<file path="src/rtl/leg_pkg.sv">
// Shared definitions for the LEG sequencer: FSM states, opcode field
// positions, the I/O operand code and operand-decoding helpers.
package leg_pkg;

    typedef enum logic [3:0] {
        F0,
        F1,
        F2,
        F3,
        F4,
        IN_WAIT,
        EXEC,
        OUT_WAIT,
        WB
    } state_t;

    localparam int IMM1_BIT = 7;
    localparam int IMM2_BIT = 6;
    localparam int JMP_BIT  = 5;
    localparam int FUNC_MSB = 3;

    localparam logic [7:0] IO_CODE     = 8'd7;
    localparam int         INSTR_BYTES = 4;

    // ALU/condition function field carried in the low opcode bits
    typedef logic [FUNC_MSB:0] func_t;

    // A register operand naming the I/O port needs one input handshake
    function automatic logic needs_in(input logic [7:0] op, input logic [7:0] a1,
                                      input logic [7:0] a2, input logic [7:0] io);
        return (!op[IMM1_BIT] && (a1 == io)) || (!op[IMM2_BIT] && (a2 == io));
    endfunction

    // Non-jump results addressed to the I/O port go out instead of to a register
    function automatic logic needs_out(input logic [7:0] op, input logic [7:0] dst,
                                       input logic [7:0] io);
        return !op[JMP_BIT] && (dst == io);
    endfunction

endpackage

</file>
<file path="src/rtl/leg_seq_ctrl_if.sv">
// Program-memory bus plus the input and output port handshakes of the sequencer.
interface leg_seq_ctrl_if;
    logic [7:0] prog_addr;
    logic [7:0] prog_data;
    logic       in_req;
    logic       in_valid;
    logic       in_capture;
    logic       out_valid;
    logic       out_ready;

    modport master (
        output prog_addr, in_req, in_capture, out_valid,
        input  prog_data, in_valid, out_ready
    );

    modport slave (
        input  prog_addr, in_req, in_capture, out_valid,
        output prog_data, in_valid, out_ready
    );
endinterface

</file>
<file path="src/rtl/leg_ir_fetch.sv">
// Instruction fetch: walks the four instruction bytes, drives the program
// address and latches each byte into its instruction-register field.
module leg_ir_fetch (
    input  logic       clk,
    input  logic       rst,
    input  logic       start,
    input  logic [7:0] pc,
    input  logic [7:0] prog_data,
    output logic [7:0] prog_addr,
    output logic [7:0] opcode,
    output logic [7:0] arg1,
    output logic [7:0] arg2,
    output logic [7:0] dest,
    output logic       fetch_done
);
    // 0 = idle at the instruction boundary; 1..4 = byte (cnt-1) arriving this cycle
    logic [2:0] cnt;

    // Byte counter: starts on the run decision, wraps back to idle after dest
    always_ff @(posedge clk) begin
        if (rst) begin
            cnt <= 3'd0;
        end else if (cnt == 3'd0) begin
            if (start) cnt <= 3'd1;
        end else if (cnt == 3'd4) begin
            cnt <= 3'd0;
        end else begin
            cnt <= cnt + 3'd1;
        end
    end

    // Field latch: memory read is registered, so the byte for address pc+k
    // is on prog_data while the counter reads k+1
    always_ff @(posedge clk) begin
        if (rst) begin
            opcode <= 8'd0;
            arg1   <= 8'd0;
            arg2   <= 8'd0;
            dest   <= 8'd0;
        end else begin
            case (cnt)
                3'd1:    opcode <= prog_data;
                3'd2:    arg1   <= prog_data;
                3'd3:    arg2   <= prog_data;
                3'd4:    dest   <= prog_data;
                default: ;
            endcase
        end
    end

    assign prog_addr  = pc + {5'd0, cnt};
    assign fetch_done = (cnt == 3'd4);

endmodule

</file>
<file path="src/rtl/leg_seq_ctrl.sv">
// LEG core sequencer: fetches 4-byte instructions, stalls on the I/O
// handshakes, issues one write-back per instruction and advances the PC,
// redirecting it on a taken conditional jump.
module leg_seq_ctrl #(
    parameter logic [7:0] IO_CODE     = leg_pkg::IO_CODE,
    parameter int         INSTR_BYTES = leg_pkg::INSTR_BYTES
) (
    input  logic                  clk,
    input  logic                  rst,
    input  logic                  run,
    leg_seq_ctrl_if.master        bus,
    output logic [7:0]            ir_opcode,
    output logic [7:0]            ir_arg1,
    output logic [7:0]            ir_arg2,
    output logic [7:0]            ir_dest,
    output logic [7:0]            pc,
    input  logic                  cond_true,
    output logic                  wb_en,
    output logic                  instr_done
);
    import leg_pkg::*;

    state_t state, state_n;
    logic   jmp_take;
    logic   fetch_done;
    logic   need_in;
    logic   need_out;

    assign need_in  = needs_in(ir_opcode, ir_arg1, ir_arg2, IO_CODE);
    assign need_out = needs_out(ir_opcode, ir_dest, IO_CODE);

    leg_ir_fetch u_fetch (
        .clk        (clk),
        .rst        (rst),
        .start      ((state == F0) && run),
        .pc         (pc),
        .prog_data  (bus.prog_data),
        .prog_addr  (bus.prog_addr),
        .opcode     (ir_opcode),
        .arg1       (ir_arg1),
        .arg2       (ir_arg2),
        .dest       (ir_dest),
        .fetch_done (fetch_done)
    );

    // State, PC and jump decision registers
    always_ff @(posedge clk) begin
        if (rst) begin
            state    <= F0;
            pc       <= 8'd0;
            jmp_take <= 1'b0;
        end else begin
            state <= state_n;
            if (state == EXEC) jmp_take <= ir_opcode[JMP_BIT] && cond_true;
            if (state == WB)   pc <= jmp_take ? ir_dest : pc + 8'(INSTR_BYTES);
        end
    end

    // Next-state and handshake/strobe decode; only in_capture looks at an input
    always_comb begin
        state_n        = state;
        bus.in_req     = 1'b0;
        bus.in_capture = 1'b0;
        bus.out_valid  = 1'b0;
        wb_en          = 1'b0;
        instr_done     = 1'b0;
        case (state)
            F0:       if (run) state_n = F1;
            F1:       state_n = F2;
            F2:       state_n = F3;
            F3:       state_n = F4;
            F4:       if (fetch_done) state_n = need_in ? IN_WAIT : EXEC;
            IN_WAIT: begin
                bus.in_req = 1'b1;
                if (bus.in_valid) begin
                    bus.in_capture = 1'b1;
                    state_n        = EXEC;
                end
            end
            EXEC:     state_n = need_out ? OUT_WAIT : WB;
            OUT_WAIT: begin
                bus.out_valid = 1'b1;
                if (bus.out_ready) state_n = WB;
            end
            WB: begin
                wb_en      = !ir_opcode[JMP_BIT] && !need_out;
                instr_done = 1'b1;
                state_n    = F0;
            end
            default:  state_n = F0;
        endcase
    end

endmodule

</file>
<file path="src/flat_wrapper.sv">
// flat-port wrapper written by rule: the top's interface ports become plain ports
module leg_seq_ctrl_flat import leg_pkg::*;
#(
    parameter logic [7:0] IO_CODE     = leg_pkg::IO_CODE,
    parameter int         INSTR_BYTES = leg_pkg::INSTR_BYTES
)
  (clk, rst, run, ir_opcode, ir_arg1, ir_arg2, ir_dest, pc, cond_true, wb_en, instr_done, bus_prog_addr, bus_in_req, bus_in_capture, bus_out_valid, bus_prog_data, bus_in_valid, bus_out_ready);
  leg_seq_ctrl_if bus_i ();
  input  logic clk;
  input  logic rst;
  input  logic run;
  output logic [7:0] ir_opcode;
  output logic [7:0] ir_arg1;
  output logic [7:0] ir_arg2;
  output logic [7:0] ir_dest;
  output logic [7:0] pc;
  input  logic cond_true;
  output logic wb_en;
  output logic instr_done;
  output wire logic [$bits(bus_i.prog_addr)-1:0] bus_prog_addr;
  output wire logic [$bits(bus_i.in_req)-1:0] bus_in_req;
  output wire logic [$bits(bus_i.in_capture)-1:0] bus_in_capture;
  output wire logic [$bits(bus_i.out_valid)-1:0] bus_out_valid;
  input wire logic [$bits(bus_i.prog_data)-1:0] bus_prog_data;
  input wire logic [$bits(bus_i.in_valid)-1:0] bus_in_valid;
  input wire logic [$bits(bus_i.out_ready)-1:0] bus_out_ready;
  assign bus_prog_addr = bus_i.prog_addr;
  assign bus_in_req = bus_i.in_req;
  assign bus_in_capture = bus_i.in_capture;
  assign bus_out_valid = bus_i.out_valid;
  assign bus_i.prog_data = bus_prog_data;
  assign bus_i.in_valid = bus_in_valid;
  assign bus_i.out_ready = bus_out_ready;
  leg_seq_ctrl #(.IO_CODE(IO_CODE), .INSTR_BYTES(INSTR_BYTES)) u_core (.clk(clk), .rst(rst), .run(run), .bus(bus_i), .ir_opcode(ir_opcode), .ir_arg1(ir_arg1), .ir_arg2(ir_arg2), .ir_dest(ir_dest), .pc(pc), .cond_true(cond_true), .wb_en(wb_en), .instr_done(instr_done));
endmodule
</file>
<file path="config.mk">
export PLATFORM = sky130hd
export DESIGN_NAME = leg_seq_ctrl_flat
export DESIGN_NICKNAME = d
export VERILOG_FILES = /design/src/rtl/leg_pkg.sv /design/src/rtl/leg_seq_ctrl_if.sv /design/src/rtl/leg_ir_fetch.sv /design/src/rtl/leg_seq_ctrl.sv /design/src/flat_wrapper.sv
export SDC_FILE = /design/constraint.sdc
export NUM_CORES = 1
export LEC_CHECK = 0
export CAP_MARGIN = 20
export CORE_MARGIN = 2
export CORE_UTILIZATION = 52
export DETAILED_ROUTE_END_ITERATION = 7
export GPL_TIMING_DRIVEN = 1
export HOLD_SLACK_MARGIN = 0.05
export PLACE_DENSITY = 0.85
export SYNTH_ARGS = -nofsm -noshare
export SYNTH_HDL_FRONTEND = slang
export SYNTH_HIERARCHICAL = 1
export SYNTH_SLANG_ARGS = --single-unit
export TNS_END_PERCENT = 50
</file>
<file path="constraint.sdc">
create_clock -name clk -period 5 [get_ports clk]
set_input_delay 1 -clock clk [delete_from_list [all_inputs] [get_ports clk]]
set_output_delay 1 -clock clk [all_outputs]
set_load 0.01 [all_outputs]
</file>
==> results.toml <==
[sta]
finalCriticalPeriod_ps = 3450
max-slew-margin-rel_pct = 59.3
hold_viol = 0
rsz0062_at_grt = "no"
clock.fmax_ghz = 0.290
fin_tns_setup_ps = 0
timing.final.crit_share_pct = 69.0
skew_ps = 2.70
final-setup-viol-count = 0
worst_slew_pin_slew_ps = 609
drv_slew = 0

[worst_setup_path]
r2r_slack_ps = 2890
endpoint_kind = "primary output"
crit_arrival_ps = 2450
cp_max_fo = 14
critPathLaunchType = "flop"
required_ps = 4000
r2r_cells = 8
r2r_end = "u_core/state[1]"
critical_path_class = "flop to primary output"
r2r-start = "u_core/u_fetch/cnt[1]"

[floorplanning]
die_w_um = 73.1
chipHeight_um = 73.1
initial_core_util_pct = 53.3
core-area_um2 = 4660
ios = 67
rows = 25
die_area_um2 = 5350

[logic_synthesis]
synthFlopType = "dfxtp_1"
synth_warnings = 6
yosys.area.top_type_share_pct = 38.7
synth_edf_count = 0
ys_seq_area_share_pct = 38.7
synth.area.top_cells = "dfxtp_1 39%, mux2i_1 12%, nor2_1 5.4%"
yosysTopAreaCell = "dfxtp_1"
netlist_area_um2 = 2480
synth_adder_area_share_pct = 5.34
ys_ff_latch = 48
synth_xor_area_share_pct = 2.12
synth_top_family_by_area = "simple AND/OR/NAND/NOR gates"
syn_nets = 300
yosys.area_share.simple_pct = 23.9
synth_compound_area_share_pct = 11.5
synthMuxAreaShare_pct = 11.7
syn-instance-count = 276
syn_area_per_cell_um2 = 9.00
postSynth.asyncResetShare_pct = 0
ys_types = 52

[layout]
antenna_cells = 0
drive_gt1_share_pct = 5.69
utilization_pct = 68.2
area.growth.synth_to_final_pct = 28.0
nNetsFinal = 357

[global_routing]
overflow = 0
grt_pass1_wl_mm = 9.45
first_global_vias = 1994
antenna_found_initial = 0
track_usage_pct = 22.6
grt_start_max_net_pins = 49

[place]
hpwl_mm = 4.12
port_buffers = 66
gp_congestion = 0.849

[clock_tree]
path_clk_slew_ps = 80
cts_tree = "done"
clk_path_buf_depth = 2
htreeDepth = 2
clock_latency_ps = 300
ctsResizeCount = 0
root_buffer = "clkbuf_8"
hold_buffers = 0
post-cts-setup-buffers = 0
cts.sinks = 48
cts_made_buffers = 5

[detailed_routing]
drtAntennaViolNets = 0
drtIter0Drc = 104
dr.pass1.iters = 4
vias_per_cell = 5.64
vias = 2190
drcViolationCount = 0
drt_wl_total_mm = 5.78
routedWlPerCell_um = 14.9

[worst_hold_path]
holdPathEnd = "u_core/u_fetch/opcode[0]"
hp-class = "flop to flop"
hold_depth = 2
hp-start = "u_core/u_fetch/opcode[0]"

[run_status]
status = "finished clean"

[pwr]
switching_share_pct = 31.9
pwr-share-clk_pct = 22.8
p_int_uw = 711
ir_drop_mv = 0.238
combPwrFrac_pct = 32.1
p_per_area_nw_per_um2 = 328
power_leakage_uw = 0.00123
p_switching_uw = 332
power_frac_seq_pct = 45.1

[flow_run]
cap_violations = 0
==> layout make-up <==
class / instances / area, µm²
repair buffers: 67 / 668
inverters: 10 / 37.5
well taps: 54 / 67.6
fillers: 400 / 1480
multi-input cells: 201 / 1360
clock buffers: 8 / 90.1
flip-flops and latches: 48 / 961
==> how the worst max path moves through the flow <==
stage	from	slack [ps]	depth (start not counted)	end
after floorplan	u_core/pc[0]	2490	6	bus_prog_addr[6]
after global placement	bus_in_valid	1900	3	bus_in_capture
after detailed placement	bus_in_valid	1880	3	bus_in_capture
after CTS	u_core/u_fetch/cnt[2]	1550	5	bus_prog_addr[6]
after global routing	u_core/u_fetch/cnt[2]	1390	5	bus_prog_addr[5]
final	u_core/u_fetch/cnt[2]	1550	5	bus_prog_addr[6]
==> cell usage after synthesis, types with 3 or more instances <==
| library cell | count |
|---|---|
| buf_2 | 10 |
| nand2_1 | 21 |
| nor2b_1 | 3 |
| xnor2_1 | 3 |
| inv_1 | 9 |
| o21ai_0 | 9 |
| ha_1 | 9 |
| nor2_1 | 36 |
| a21oi_1 | 19 |
| a211oi_1 | 4 |
| nand3_1 | 17 |
| nand3b_1 | 6 |
| dfxtp_1 | 48 |
| xor2_1 | 3 |
| mux2i_1 | 29 |
| and2_1 | 3 |
==> flip-flops by register name, indices dropped and copies added, names as in the netlist <==
name                   flops
u_core/u_fetch/arg2        8
u_core/jmp_take            1
u_core/u_fetch/opcode      8
u_core/u_fetch/dest        8
u_core/u_fetch/cnt         3
u_core/state               4
u_core/u_fetch/arg1        8
u_core/pc                  8
==> critical path: stages, from the launching register on <==
cell             delay [ps]
dfxtp_1                 680
ha_1                    380
nor2b_1                 160
o2111ai_1               210
xnor2_1                 160
clkdlybuf4s50_1         560
==> through the flow <==
| stage | power (µW) | cell area (µm²) | hold slack (ps) | setup WS [ps] | cells |
|---|---|---|---|---|---|
| after floorplan | 715 | 2480 | 496 | 2490 | 276 |
| after global placement | 807 | 3090 | 469 | 1900 | 380 |
| after global routing | 1100 | 3180 | 525 | 1390 | 388 |
| final | 1040 | 3180 | 500 | 1550 | 388 |
| after detailed placement | 813 | 3090 | 484 | 1880 | 380 |
| after CTS | 1050 | 3180 | 496 | 1550 | 388 |
==> power groups by stage <==
stage / sequential, µW / clock [µW] / combinational (µW)
after floorplan: 480 / 0 / 235
after global placement: 476 / 0 / 330
after detailed placement: 479 / 0 / 335
after CTS: 471 / 242 / 337
after global routing: 478 / 258 / 368
final: 471 / 238 / 335
==> per-layer routing <==
| layer | routed length (µm) | track usage, % |
|---|---|---|
| met1 | 2550 | 29.6 |
| met2 | 2640 | 34.6 |
| met3 | 528 | 8.43 |
| met4 | 60 | 7.00 |
| met5 | 0 | 0 |
==> logic make-up after synthesis <==
group	after synthesis
adders and majority gates	10
and+or+nand+nor	110
muxes	29
DFF	48
AOI/OAI and AO/OA	46
xor gates and xnor gates	6
buffers and inverters	27
==> layout by cell type, fill, tap and decap left out, types with 9 or more instances in the layout <==
cell type and instances:
nand2_1 21, ha_1 9, a21oi_1 19, dfxtp_1 48, clkdlybuf4s50_1 66, nor2_1 36, mux2i_1 29, inv_1 9
nand3_1 17, o21ai_0 9
No activity file was read; power rests on OpenSTA's default activity.
